### src/rtl/seg_pkg.sv
// seg_pkg: state encoding and segment geometry helpers for the segment fill sequencer.
// Rev 1.0
`default_nettype none

package seg_pkg;

  localparam logic [1:0] ST_IDLE = 2'd0;
  localparam logic [1:0] ST_FILL = 2'd1;
  localparam logic [1:0] ST_HOLD = 2'd2;

  // Widest packed word supported (NSEG = 8).
  localparam int MAX_W = 36;

  function automatic int seg_base(input int k);
    return ((k - 1) * k) / 2;
  endfunction

  // Mask for segment k; zero for k outside 1..nseg.
  function automatic logic [MAX_W-1:0] seg_mask(input int k, input int nseg);
    logic [MAX_W-1:0] m;
    int b;
    m = '0;
    if (k >= 1 && k <= nseg) begin
      b = seg_base(k);
      for (int i = 0; i < MAX_W; i++) begin
        if (i >= b && i < b + k) m[i] = 1'b1;
      end
    end
    return m;
  endfunction

endpackage

`default_nettype wire

### src/rtl/seg_fill_sequencer_unit.sv
// seg_fill_unit: combinational write of one segment (k copies of the fill bit) into the packed word.
// Rev 1.0
`default_nettype none

module seg_fill_unit
  import seg_pkg::*;
#(
  parameter int NSEG = 4,
  parameter int W    = NSEG * (NSEG + 1) / 2,
  parameter int KW   = $clog2(NSEG + 1)
) (
  input  logic [W-1:0]  out_i,
  input  logic [KW-1:0] k_i,
  input  logic          fill_i,
  output logic [W-1:0]  out_o
);

  logic [W-1:0] w_mask;

  always_comb begin
    w_mask = W'(seg_mask(int'(k_i), NSEG));
    out_o  = (out_i & ~w_mask) | (fill_i ? w_mask : '0);
  end

endmodule

`default_nettype wire

### src/rtl/seg_fill_sequencer.sv
// seg_fill_sequencer: fills the packed segment word one segment per clock, then holds it under valid/ready.
// Rev 1.0
`default_nettype none

module seg_fill_sequencer
  import seg_pkg::*;
#(
  parameter int NSEG = 4,
  parameter int W    = NSEG * (NSEG + 1) / 2
) (
  input  logic                        clk,
  input  logic                        rst_n,
  input  logic                        start,
  input  logic [NSEG-1:0]             sel,
  input  logic                        abort,
  output logic [W-1:0]                out,
  output logic                        out_valid,
  input  logic                        out_ready,
  output logic                        busy,
  output logic [$clog2(NSEG+1)-1:0]   seg_idx
);

  localparam int KW = $clog2(NSEG + 1);

  logic [1:0]      state_q, state_d;
  logic [NSEG-1:0] sel_q, sel_d;
  logic [W-1:0]    out_q, out_d, fill_out;
  logic            valid_q, valid_d;
  logic            busy_q, busy_d;
  logic [KW-1:0]   idx_q, idx_d;
  logic            fill_bit;

  always_ff @(posedge clk or negedge rst_n) begin
    if (!rst_n) begin
      state_q <= ST_IDLE;
      sel_q   <= '0;
      out_q   <= '0;
      valid_q <= 1'b0;
      busy_q  <= 1'b0;
      idx_q   <= '0;
    end else begin
      state_q <= state_d;
      sel_q   <= sel_d;
      out_q   <= out_d;
      valid_q <= valid_d;
      busy_q  <= busy_d;
      idx_q   <= idx_d;
    end
  end

  always_comb begin
    state_d = state_q;
    if (abort) begin
      state_d = ST_IDLE;
    end else begin
      case (state_q)
        ST_IDLE: if (start) state_d = ST_FILL;
        ST_FILL: if (idx_q == KW'(NSEG)) state_d = ST_HOLD;
        ST_HOLD: if (valid_q && out_ready) state_d = ST_IDLE;
        default: state_d = ST_IDLE;
      endcase
    end
  end

  always_comb begin
    fill_bit = 1'b0;
    for (int i = 0; i < NSEG; i++) begin
      if (idx_q == KW'(i + 1)) fill_bit = sel_q[i];
    end
  end

  seg_fill_unit #(
    .NSEG (NSEG),
    .W    (W),
    .KW   (KW)
  ) u_fill (
    .out_i  (out_q),
    .k_i    (idx_q),
    .fill_i (fill_bit),
    .out_o  (fill_out)
  );

  always_comb begin
    sel_d   = sel_q;
    out_d   = out_q;
    valid_d = valid_q;
    idx_d   = idx_q;
    if (abort) begin
      out_d   = '0;
      valid_d = 1'b0;
      idx_d   = '0;
    end else begin
      case (state_q)
        ST_IDLE: begin
          if (start) begin
            sel_d = sel;
            out_d = '0;
            idx_d = KW'(1);
          end
        end
        ST_FILL: begin
          out_d = fill_out;
          if (idx_q == KW'(NSEG)) begin
            valid_d = 1'b1;
            idx_d   = '0;
          end else begin
            idx_d = idx_q + KW'(1);
          end
        end
        ST_HOLD: if (valid_q && out_ready) valid_d = 1'b0;
        default: begin
          out_d   = '0;
          valid_d = 1'b0;
          idx_d   = '0;
        end
      endcase
    end
    busy_d = (state_d != ST_IDLE);
  end

  assign out       = out_q;
  assign out_valid = valid_q;
  assign busy      = busy_q;
  assign seg_idx   = idx_q;

endmodule

`default_nettype wire
### config.mk
export PLATFORM = sky130hd
export DESIGN_NAME = seg_fill_sequencer
export DESIGN_NICKNAME = d
export VERILOG_FILES = /design/src/rtl/seg_pkg.sv /design/src/rtl/seg_fill_sequencer_unit.sv /design/src/rtl/seg_fill_sequencer.sv
export SDC_FILE = /design/constraint.sdc
export NUM_CORES = 1
export LEC_CHECK = 0
export ABC_AREA = 1
export BUFFER_PORTS_ARGS = -buffer_cell sky130_fd_sc_hd__buf_2
export CAP_MARGIN = 0
export CORE_MARGIN = 5
export CORE_UTILIZATION = 60
export CTS_CLUSTER_SIZE = 16
export DETAILED_ROUTE_END_ITERATION = 6
export PLACE_DENSITY_LB_ADDON = 0.3
export RECOVER_POWER = 25
export SLEW_MARGIN = 20
export SYNTH_ARGS = -nofsm -noshare
export SYNTH_HDL_FRONTEND = slang
export SYNTH_SLANG_ARGS = --single-unit
### constraint.sdc
create_clock -name clk -period 6.4 [get_ports clk]
set_input_delay 1.92 -clock clk [delete_from_list [all_inputs] [get_ports clk]]
set_output_delay 1.92 -clock clk [all_outputs]
set_load 0.05 [all_outputs]
==> results of run 1 <==
routing by layer:
layer | track usage (%) | vias to the layer above | routed length [µm]
met5 | 0 | - | 0
met4 | 2.371 | 0 | 34
met3 | 5.014 | 6 | 810
met2 | 41.75 | 172 | 4209
met1 | 40.53 | 1766 | 4612
li1 | - | 1959 | -
cells in the mapped netlist (2+ instances only):
cell type / number
sky130_fd_sc_hd__buf_2: 2
sky130_fd_sc_hd__nor2_4: 3
sky130_fd_sc_hd__fa_1: 14
sky130_fd_sc_hd__a21oi_1: 17
sky130_fd_sc_hd__clkbuf_1: 2
sky130_fd_sc_hd__inv_1: 103
sky130_fd_sc_hd__xor2_1: 5
sky130_fd_sc_hd__nor3_4: 2
sky130_fd_sc_hd__inv_2: 4
sky130_fd_sc_hd__nand3_2: 6
sky130_fd_sc_hd__mux2_2: 3
sky130_fd_sc_hd__nand2_2: 7
sky130_fd_sc_hd__nand4_1: 18
sky130_fd_sc_hd__ha_1: 21
sky130_fd_sc_hd__o22ai_1: 2
sky130_fd_sc_hd__o21ai_0: 8
sky130_fd_sc_hd__nor3_1: 13
sky130_fd_sc_hd__nor4_1: 3
sky130_fd_sc_hd__nand2_1: 168
sky130_fd_sc_hd__nor2_2: 4
sky130_fd_sc_hd__nand3_1: 75
sky130_fd_sc_hd__o21ai_1: 2
sky130_fd_sc_hd__nor2_1: 78
sky130_fd_sc_hd__dfrtp_1: 21
sky130_fd_sc_hd__conb_1: 2
report_power, final:
part | switching (mW) | internal [mW] | total (mW)
combinational | 0.328 | 0.149 | 0.477
clock | 0.0504 | 0.0436 | 0.0940
sequential | 0.00983 | 0.144 | 0.154
total | 0.388 | 0.337 | 0.724
cells by family (layout without fill, tap and decap cells):
kind of cell,Yosys count,count (layout)
compound gates,37,37
xor+xnor,5,5
fa+ha+maj,35,35
buf+inv,112,134
flops,21,21
mux,3,3
other cells,2,8
simple gates,384,384
cells in the final DEF, fill, tap and decap left out, drive strengths merged:
cell / count
a2111oi: 1
a21oi: 17
a31oi: 1
and3: 1
buf: 22
clkbuf: 4
clkinv: 1
conb: 8
dfrtp: 21
fa: 14
ha: 21
inv: 107
mux2: 3
nand2: 176
nand3: 82
nand4: 18
nor2: 86
nor3: 16
nor3b: 1
nor4: 3
o21ai: 11
o21bai: 2
o22ai: 3
o31ai: 1
o41ai: 1
or2: 1
xor2: 5
cell type report:
class / count / area [µm²]
multi-input cells: 472 / 2639
fillers: 557 / 2031
flip-flops and latches: 21 / 525.5
inverters: 107 / 401.6
repair buffers: 23 / 113.9
well taps: 75 / 93.84
clock buffers: 3 / 41.29
clock inverters: 1 / 5.005
stage by stage:
step           hold slack, ps  instances  total power, mW  instance area (µm²)
5_1_grt                 533.8        702           0.7892                 3820
3_3_place_gp            483.3        698           0.5516                 3775
2_1_floorplan           477.8        605           0.5187                 3595
6_report                513.1        702           0.7245                 3820
4_1_cts                 516.5        702           0.6472                 3821
3_5_place_dp            489.6        698           0.5547                 3775
flip-flops by register name, indices dropped and copies added (netlist names):
| register | count |
|---|---|
| out | 10 |
| seg_idx | 3 |
| sel_q | 4 |
| out_valid | 1 |
| busy | 1 |
| state_q | 2 |
how the worst max path moves through the flow:
stage               slack, ps      to       start  cells past startpoint
detailed placement       2050  out[1]  seg_idx[2]                     29
global route             1550  out[1]  seg_idx[2]                     29
global placement         2130  out[1]  seg_idx[2]                     29
CTS                      2030  out[1]  seg_idx[2]                     29
floorplan                2330  out[1]  seg_idx[2]                     29
finish                   1990  out[1]  seg_idx[2]                     29
worst max-delay path, delay by kind of cell (launching register included):
| kind | cells | cell delay [ps] |
|---|---|---|
| simple gates | 19 | 1820 |
| buf+inv | 6 | 620 |
| fa+ha+maj | 4 | 1410 |
| flops | 1 | 470 |
==> summary.txt, run 1 <==
Die
  – Die footprint: 0.007597 mm²
  – Die extent in y: 87.16 µm
  – Number of top-level pins: 24
  – # rows: 28
  – Effective utilization at floorplan: 61.06%
  – Core region area: 0.005851 mm²
  – Horizontal extent of the die: 87.16 µm

Clocking
  – Number of clock sinks seen by CTS: 21
  – Clk_lat worst skew: 270 ps
  – Largest buffer count on any clock path: 2
  – Number of buffers created by CTS: 3
  – Number of buffers inserted to repair setup after CTS: 0
  – Clock tree from TritonCTS: done
  – Library cell used as clock root buffer: sky130_fd_sc_hd__clkbuf_8
  – Post_cts resized: 0
  – CTS HTree Levels: 1
  – Clock input transition at the sequential cells of the worst setup and hold paths: 90 ps
  – Hold-fix buffers, CTS: 0

Logic synthesis
  – Yosys synthesis warning count: 0
  – Proportion of netlist area held by the largest area contributor: 17.65%
  – EDFF count, synth: 0
  – Post-synthesis share of cell area spent on xor and xnor gates: 1.226%
  – Mux contribution to synthesized area: 0.9457%
  – Share of synthesized cell area in full adder, half adder and majority cells: 15.20%
  – Post-synthesis sequential element count: 21
  – Complex-gate fraction of the synthesized area: 6.130%
  – Share of flip-flops with an asynchronous set or reset after synthesis: 100.0%
  – Most used flip-flop cell after synthesis: sky130_fd_sc_hd__dfrtp_1
  – Post-synthesis instance area: 0.003572 mm²
  – Combinational family with the most area after synthesis: simple AND/OR/NAND/NOR gates
  – Ranking of synthesized cells by area: sky130_fd_sc_hd__nand2_1, sky130_fd_sc_hd__dfrtp_1, sky130_fd_sc_hd__inv_1
  – Sequential fraction of the synthesis area: 14.71%
  – Largest area contributor in the synthesized netlist: sky130_fd_sc_hd__nand2_1
  – Mean instance size in the synthesized netlist: 5.964 µm²
  – Count of distinct cell types in the synthesized netlist: 41
  – Simple-gate portion of the synthesized area: 49.53%
  – Post-Synthesis Cells: 599

Timing
  – Number of hold violations in the final report: 0
  – Final setup skew: 4.672 ps
  – Crit share post-route: 68.95%
  – RSZ-0062 raised after global routing: no
  – Maximum achievable frequency: 226.6 MHz
  – Worst slew margin relative to its limit: 23.78%
  – Final-report setup violation count: 0
  – Worst Setup Slack, final: 1987 ps
  – Sum Neg Setup Slack: 0 ps
  – Max-slew violation total from the final report: 0
  – Min cycle time layout: 4413 ps
  – Worst slew pin tran: 1143 ps

Detailed routing
  – Detailed Routing Iterations Pass 1: 7
  – Detailed-route wire length: 9666 µm
  – DRC errors left: 0
  – Wire per inst: 13.77 µm
  – Routed via count: 3,903
  – Via density per instance: 5.560
  – Detailed router's first-iteration violation count: 358
  – Final antenna-violating net count: 0

Final layout
  – Fraction of final layout cells sized beyond drive strength 1: 10.05%
  – NumNets Final: 672
  – Antenna cells: 0
  – Relative area change from synthesis to final layout: 6.935%
  – Post-route core utilization: 65.29%

Min path
  – Worst-case hold path end point: out[4]
  – Startpoint of the lowest-slack hold path: out[4]
  – WHS Path Cells: 2
  – Type of the tightest min-delay check: reg -> reg

Power
  – Peak ir drop on the vdd network: 144.6 µV
  – Static power due to leakage: 2.209 nW
  – Power Dens Cells: 189.7 mW/mm²

Critical path
  – Crit Path Class: reg -> reg
  – Crit path largest cell delay: 590 ps
  – Cell at the slowest stage of the critical path: sky130_fd_sc_hd__fa_1
  – Logic depth of the worst register-to-register path: 29
  – Worst setup SP type: flop
  – Largest fanout of any net on the critical path: 7
  – Critical Path RT: 6570 ps
  – R2R Path Start: seg_idx[2]
  – Capturing element type of the critical path: flop
  – Worst Path Arrival: 4590 ps
  – Worst reg-to-reg setup slack: 1990 ps
  – CP most frequent cell: sky130_fd_sc_hd__nor2_1
  – Reg-to-Reg End: out[1]

Global routing
  – Global-route wire length before repair: 16,590 µm
  – Vias in the first global route: 3,563
  – Largest net degree at the start of global routing: 22
  – Number of antenna violations at the first check in global routing: 0
  – Overall routing resource usage: 26.94%
  – Overflow left after global routing: 0

Placement
  – Detailed Place HPWL: 7953 µm
  – RD Place Congestion: 0.9666
  – Port bufs: 23
  – Pre-CTS WS: 2051 ps

Flow run
  – Maximum capacitance violations: 0

Outcome
  – Run status: finished clean
No activity file was read; power rests on OpenSTA's default activity.
==> inputs of run 2 (changes only) <==
--- a/config.mk
+++ b/config.mk
@@ -9,7 +9,7 @@
 export BUFFER_PORTS_ARGS = -buffer_cell sky130_fd_sc_hd__buf_2
 export CAP_MARGIN = 0
 export CORE_MARGIN = 5
-export CORE_UTILIZATION = 60
+export CORE_UTILIZATION = 57
 export CTS_CLUSTER_SIZE = 16
 export DETAILED_ROUTE_END_ITERATION = 6
 export PLACE_DENSITY_LB_ADDON = 0.3
==> constraint.sdc (replaced) <==
create_clock -name clk -period 4 [get_ports clk]
set_input_delay 1.2 -clock clk [delete_from_list [all_inputs] [get_ports clk]]
set_output_delay 1.2 -clock clk [all_outputs]
set_load 0.05 [all_outputs]
==> summary.txt, run 2 (synthesized netlist as in run 1, its figures left out) <==
Clocking
  – Clock input transition at the sequential cells of the worst setup and hold paths: 80 ps (about the same)
  – Clock tree from TritonCTS: done
  – Library cell used as clock root buffer: sky130_fd_sc_hd__clkbuf_8
  – Number of clock sinks seen by CTS: 21 (unchanged)
  – Clk_lat worst skew: 270 ps (about the same)
  – Largest buffer count on any clock path: 2 (unchanged)
  – Number of buffers created by CTS: 3 (unchanged)
  – Hold-fix buffers, CTS: 0 (unchanged)
  – CTS HTree Levels: 1 (unchanged)

Critical path
  – Cell at the slowest stage of the critical path: sky130_fd_sc_hd__fa_2
  – Cell family contributing the most delay on the critical path: simple AND/OR/NAND/NOR gates
  – CP most frequent cell: sky130_fd_sc_hd__nand2_1
  – Critical Path RT: 4170 ps (-2400 ps)
  – Crit Path Class: reg -> reg
  – Worst reg-to-reg setup slack: 120 ps (-1870 ps)
  – Capturing element type of the critical path: flop
  – Critical path buffers and inverters: 5 (-1)
  – Worst Path Arrival: 4050 ps (-540 ps)
  – Largest fanout of any net on the critical path: 6 (-1)
  – Worst setup SP type: flop
  – R2R Path Start: seg_idx[0]
  – Logic depth of the worst register-to-register path: 27 (-6.9%)
  – Crit path largest cell delay: 600 ps (about the same)
  – Reg-to-Reg End: out[1]

Placement
  – RD Place Congestion: 1.054 (+9.0%)
  – Area post-placement: 0.003816 mm² (+1.1%)
  – Port bufs: 23 (unchanged)
  – Detailed Place HPWL: 8193 µm (+3.0%)
  – Pre-CTS WS: -51.96 ps (-2103 ps)

Global routing
  – Overflow left after global routing: 0 (unchanged)
  – Global-route wire length before repair: 16,790 µm (+1.2%)
  – Largest net degree at the start of global routing: 22 (unchanged)
  – Overall routing resource usage: 26.47% (-0.47 points)
  – Number of antenna violations at the first check in global routing: 0 (unchanged)
  – Vias in the first global route: 3,584 (+0.59%)

Final layout
  – Relative area change from synthesis to final layout: 20.35%
  – Most common cell after layout, fill and taps aside: sky130_fd_sc_hd__nand2_1
  – Antenna cells: 0 (unchanged)
  – Flip-flop and latch area: 529.3 µm² (+0.71%)
  – Finished layout cell area: 0.004299 mm² (+13%)
  – Area occupied by multi-input gates: 0.002913 mm² (+10%)
  – Largest register FFs: 10 (unchanged)
  – Filler instances: 512 (-8.1%)
  – Fraction of final layout cells sized beyond drive strength 1: 21.97% (+12 points)
  – Top library cells by usage in the layout, fill and taps aside: sky130_fd_sc_hd__nand2_1, sky130_fd_sc_hd__inv_1, sky130_fd_sc_hd__nor2_1
  – NumNets Final: 696 (+3.6%)
  – Post-route core utilization: 71.76% (+6.5 points)

Die
  – Die extent in y: 89.17 µm (+2.3%)
  – Effective utilization at floorplan: 59.63% (-1.4 points)
  – Die footprint: 0.007950 mm² (+4.7%)
  – Core region area: 0.005991 mm² (+2.4%)
  – # rows: 28 (unchanged)
  – Horizontal extent of the die: 89.17 µm (+2.3%)
  – Number of top-level pins: 24 (unchanged)

Detailed routing
  – Routed via count: 4,204 (+7.7%)
  – Detailed router's first-iteration violation count: 481 (+34%)
  – Wire per inst: 15.74 µm (+14%)
  – Final antenna-violating net count: 0 (unchanged)
  – Detailed-route wire length: 11,420 µm (+18%)
  – DRC errors left: 0 (unchanged)
  – Detailed Routing Iterations Pass 1: 5 (-2)
  – Via density per instance: 5.791 (+4.2%)

Power
  – Peak ir drop on the vdd network: 251.8 µV (+74%)
  – Combinational group share of total power: 68.0% (+2.2 points)
  – Net switching power of the design: 669.4 µW (+73%)
  – Net Sw Frac: 53.85% (+0.32 points)
  – Power Dens Cells: 289.1 mW/mm² (+52%)
  – Sequential group share of total power: 20.0% (-1.2 points)
  – Static power due to leakage: 2.329 nW (+5.4%)
  – Internal: 573.7 µW (+70%)
  – Part of the total power dissipated in the clock network: 12.0% (-1.0 points)

Flow run
  – Maximum capacitance violations: 0 (unchanged)

Timing
  – Max-slew violation total from the final report: 0 (unchanged)
  – Sum Neg Setup Slack: 0 ps (unchanged)
  – Worst slew pin tran: 1173 ps (+30.13 ps)
  – Number of hold violations in the final report: 0 (unchanged)
  – Final setup skew: 1.936 ps (-2.736 ps)
  – Crit share post-route: 97.04% (+28 points)
  – Final hold slack: 505.7 ps (-7.337 ps)
  – Worst Setup Slack, final: 118.5 ps (-1869 ps)
  – Final-report setup violation count: 0 (unchanged)
  – Min cycle time layout: 3882 ps (-531.1 ps)
  – RSZ-0062 raised after global routing: yes
  – Maximum achievable frequency: 257.6 MHz (+14%)
  – Worst slew margin relative to its limit: 21.77% (-2.0 points)

Min path
  – WHS Path Cells: 2 (unchanged)
  – Type of the tightest min-delay check: reg -> reg
  – Worst-case hold path end point: out[9]
  – Startpoint of the lowest-slack hold path: out[9]

Outcome
  – Run status: finished clean
[run 2: cell count changes in the layout (fill, tap and decap cells not counted), moves of 4 or more]
cell | previous run | this run
sky130_fd_sc_hd__inv_4 | 0 | 4
sky130_fd_sc_hd__inv_2 | 4 | 11
sky130_fd_sc_hd__nand2_1 | 168 | 158
sky130_fd_sc_hd__nor2_2 | 4 | 8
sky130_fd_sc_hd__nor2_4 | 3 | 8
sky130_fd_sc_hd__ha_4 | 0 | 9
sky130_fd_sc_hd__nand3_1 | 75 | 66
sky130_fd_sc_hd__inv_1 | 103 | 92
sky130_fd_sc_hd__buf_4 | 0 | 20
sky130_fd_sc_hd__nor2_1 | 78 | 69
sky130_fd_sc_hd__ha_1 | 21 | 10
sky130_fd_sc_hd__nand2_2 | 7 | 16
sky130_fd_sc_hd__nand3_2 | 6 | 12
[run 2: how the worst max path moves through the flow]
stage               startpoint  endpoint  slack (ps)  cells after the start
global placement    seg_idx[0]    out[1]          60                     27
detailed placement  seg_idx[0]    out[1]         -50                     27
floorplan           seg_idx[2]    out[1]          70                     29
CTS                 seg_idx[0]    out[0]         0.8                     21
finish              seg_idx[0]    out[1]         120                     27
global route        seg_idx[0]    out[1]        -160                     28
[run 2: per-stage QoR]
step,total power [mW],cells
floorplan,0.8303,605
global placement,0.8857,703
detailed placement,0.8927,703
CTS,1.037,707
global route,1.340,726
finish,1.243,726
[run 2: what timing repair did]
item | in CTS | in global routing
endpoints found under the hold margin | 0 | 0
setup endpoints to repair | 3 | 10
buffers inserted | 0 | 19
gates resized for setup | 3 | 69
pin swaps | 0 | 36
[run 2: power by group through the flow]
stage / logic [mW] / clock network [mW] / registers [mW]
final: 0.846 / 0.149 / 0.249
after global routing: 0.927 / 0.161 / 0.251
after CTS: 0.644 / 0.146 / 0.247
after detailed placement: 0.642 / 0 / 0.251
after global placement: 0.636 / 0 / 0.249
after floorplan: 0.553 / 0 / 0.278
[run 2: area by class of cell]
| type | instances | share of cell area, % |
|---|---|---|
| Clock buffer | 3 | 0.9604 |
| Clock inverter | 1 | 0.1164 |
| Inverter | 107 | 9.575 |
| Multi-Input combinational cell | 472 | 67.75 |
| Sequential cell | 21 | 12.31 |
| Tap cell | 75 | 2.183 |
| Timing Repair Buffer | 47 | 7.101 |
[run 2: worst register-to-register path, delay by kind of cell (launching register included)]
kind / cells / cell delay (ps)
buffers and inverters: 5 / 330
DFF: 1 / 510
and+or+nand+nor: 17 / 1540
adders and majority gates: 5 / 1420
[run 2: routing by layer]
metal  up-vias  share of wire (%)  wire [µm]  global-route usage (%)
met5         -                  0          0                       0
met4         0                1.7        189                   3.654
met3        24                7.7        882                   3.318
met2       219                 47       5413                   40.46
met1      1955                 43       4938                   40.75
li1       2006                  -          -                       -
==> inputs of run 3 (changes only) <==
--- a/config.mk
+++ b/config.mk
@@ -9,12 +9,13 @@
 export BUFFER_PORTS_ARGS = -buffer_cell sky130_fd_sc_hd__buf_2
 export CAP_MARGIN = 0
 export CORE_MARGIN = 5
-export CORE_UTILIZATION = 57
+export CORE_UTILIZATION = 58
+export CTS_BUF_LIST = sky130_fd_sc_hd__clkbuf_2
 export CTS_CLUSTER_SIZE = 16
 export DETAILED_ROUTE_END_ITERATION = 6
 export PLACE_DENSITY_LB_ADDON = 0.3
 export RECOVER_POWER = 25
-export SLEW_MARGIN = 20
+export SLEW_MARGIN = 5
 export SYNTH_ARGS = -nofsm -noshare
 export SYNTH_HDL_FRONTEND = slang
 export SYNTH_SLANG_ARGS = --single-unit
==> summary.txt, run 3 (synthesized netlist as in run 1, its figures left out) <==
Outcome
  – Run status: finished clean

Die
  – Die footprint: 0.007829 mm² (-1.5%)
  – Horizontal extent of the die: 88.48 µm (-0.77%)
  – # rows: 28 (unchanged)
  – Die extent in y: 88.48 µm (-0.77%)
  – Core region area: 0.005956 mm² (-0.58%)
  – Number of top-level pins: 24 (unchanged)
  – Effective utilization at floorplan: 59.98% (+0.35 points)

Critical path
  – Critical Path RT: 4270 ps (+100 ps)
  – Cell at the slowest stage of the critical path: sky130_fd_sc_hd__fa_2
  – Crit Path Class: reg -> reg
  – Worst Setup EP: out[1]
  – Crit path largest cell delay: 600 ps (about the same)
  – R2R Path Start: seg_idx[0]
  – Capturing element type of the critical path: flop
  – Reg-to-Reg End: out[1]
  – Worst setup SP type: flop
  – Worst Path Arrival: 4130 ps (+80 ps)
  – Worst reg-to-reg setup slack: 130 ps (about the same)
  – Logic depth of the worst register-to-register path: 28 (+3.7%)
  – Launching instance or port of the critical path: seg_idx[0]
  – Largest fanout of any net on the critical path: 8 (+2)
  – CP most frequent cell: sky130_fd_sc_hd__nand2_1

Clocking
  – Clk_lat worst skew: 340 ps (+70 ps)
  – CTS HTree Levels: 1 (unchanged)
  – Clock input transition at the sequential cells of the worst setup and hold paths: 210 ps (+130 ps)
  – Hold-fix buffers, CTS: 0 (unchanged)
  – Number of buffers created by CTS: 3 (unchanged)
  – Largest buffer count on any clock path: 2 (unchanged)
  – Clock tree from TritonCTS: done
  – Number of clock sinks seen by CTS: 21 (unchanged)
  – Library cell used as clock root buffer: sky130_fd_sc_hd__clkbuf_2

Timing
  – RSZ-0062 raised after global routing: yes
  – Min cycle time layout: 3867 ps (-14.43 ps)
  – Max-slew violation total from the final report: 0 (unchanged)
  – Number of hold violations in the final report: 0 (unchanged)
  – Worst slew pin tran: 1113 ps (-60.71 ps)
  – Crit share post-route: 96.68% (-0.36 points)
  – Maximum achievable frequency: 258.6 MHz (+0.37%)
  – Worst slew margin relative to its limit: 25.82% (+4.0 points)
  – Worst Setup Slack, final: 132.9 ps (+14.43 ps)
  – Final setup skew: 5.605 ps (+3.669 ps)
  – Final-report setup violation count: 0 (unchanged)

Power
  – Static power due to leakage: 2.307 nW (-0.95%)
  – Total power draw: 1.185 mW (-4.7%)
  – Power Dens Cells: 279.8 mW/mm² (-3.2%)
  – Peak ir drop on the vdd network: 252.2 µV (+0.14%)

Detailed routing
  – Final antenna-violating net count: 0 (unchanged)
  – Detailed router's first-iteration violation count: 455 (-5.4%)
  – Wire per inst: 14.88 µm (-5.4%)
  – Routed via count: 4,167 (-0.88%)
  – Detailed-route wire length: 10,810 µm (-5.4%)
  – Via density per instance: 5.740 (-0.88%)
  – DRC errors left: 0 (unchanged)
  – Detailed Routing Iterations Pass 1: 5 (unchanged)

Final layout
  – Flip-flop and latch area: 529.3 µm² (unchanged)
  – Largest register FFs: 10 (unchanged)
  – Antenna cells: 0 (unchanged)
  – Relative area change from synthesis to final layout: 18.53%
  – Fraction of final layout cells sized beyond drive strength 1: 21.04% (-0.92 points)
  – Area occupied by multi-input gates: 0.002869 mm² (-1.5%)
  – Most common cell after layout, fill and taps aside: sky130_fd_sc_hd__nand2_1
  – Post-route core utilization: 71.09% (-0.67 points)
  – NumNets Final: 696 (unchanged)
  – Top library cells by usage in the layout, fill and taps aside: sky130_fd_sc_hd__nand2_1, sky130_fd_sc_hd__inv_1, sky130_fd_sc_hd__nor2_1
  – Filler instances: 514 (+0.39%)

Placement
  – Detailed Place HPWL: 8196 µm (about the same)
  – Pre-CTS WS: -128.0 ps (-76.02 ps)
  – RD Place Congestion: 1.003 (-4.8%)
  – Port bufs: 23 (unchanged)

Flow run
  – Maximum capacitance violations: 0 (unchanged)

Min path
  – Type of the tightest min-delay check: reg -> reg
  – WHS Path Cells: 2 (unchanged)

Global routing
  – Overall routing resource usage: 27.42% (+0.96 points)
  – Number of antenna violations at the first check in global routing: 0 (unchanged)
  – Overflow left after global routing: 0 (unchanged)
  – Largest net degree at the start of global routing: 22 (unchanged)
  – Global-route wire length before repair: 17,320 µm (+3.2%)
  – Vias in the first global route: 3,747 (+4.5%)
==> run 3: changes by cell type in the layout (fill, tap and decap cells not counted), sizes merged <==
cell,before,now
clkinvlp,0,1
clkinv,1,0
clkbuf,6,4
buf,44,46
==> run 3: area by class of cell <==
type | count | share of cell area, %
inverter | 107 | 9.663
sequential | 21 | 12.50
clock inverter | 1 | 0.1773
tap | 75 | 2.216
multi-input combinational | 472 | 67.76
clock buffer | 3 | 0.3546
timing repair buffer | 47 | 7.329
==> run 3: how the worst min path moves through the flow <==
stage / startpoint / end / slack (ps)
after floorplan: state_q[1] / seg_idx[0] / 470
final: out[5] / out[5] / 530
after detailed placement: out[5] / out[5] / 490
after global routing: sel_q[1] / sel_q[1] / 570
after CTS: sel_q[1] / sel_q[1] / 540
after global placement: out[5] / out[5] / 480
==> run 3: where the power goes <==
part | internal, mW | switching (mW)
sequential | 0.231 | 0.0181
combinational | 0.273 | 0.568
clock | 0.0232 | 0.0708
total | 0.527 | 0.657
==> run 3: critical path, delay by kind of cell, from the launching register on <==
family	cells	cell delay, ps
AND/OR/NAND/NOR	19	1680
buffers and inverters	5	250
adder cells (fa/ha/maj)	4	1290
flip-flops	1	570
==> run 3: through the flow <==
stage          std cells  hold slack, ps  instance area, µm²  TNS, ps
2_1_floorplan        605           474.2                3598        0
3_3_place_gp         703           480.5                3816        0
3_5_place_dp         703           492.2                3816   -523.5
4_1_cts              711           536.7                3894        0
5_1_grt              726           566.9                4234   -762.6
6_report             726           533.8                4234        0
==> run 3: per-layer routing <==
| metal | global-route usage [%] | share of wire (%) | wire (µm) | vias to the layer above |
|---|---|---|---|---|
| li1 | - | - | - | 1997 |
| met1 | 39.33 | 43 | 4666 | 1918 |
| met2 | 43.03 | 45 | 4885 | 224 |
| met3 | 6.238 | 9.4 | 1015 | 28 |
| met4 | 4.396 | 2.2 | 238 | 0 |
| met5 | 0 | 0 | 0 | - |
==> run 3: timing repair <==
item | 4_1_cts | 5_1_grt
pin swaps | 0 | 31
endpoints found under the setup margin | 8 | 10
endpoints found under the hold margin | 0 | 0
gates resized for setup | 7 | 53
setup buffers | 4 | 15
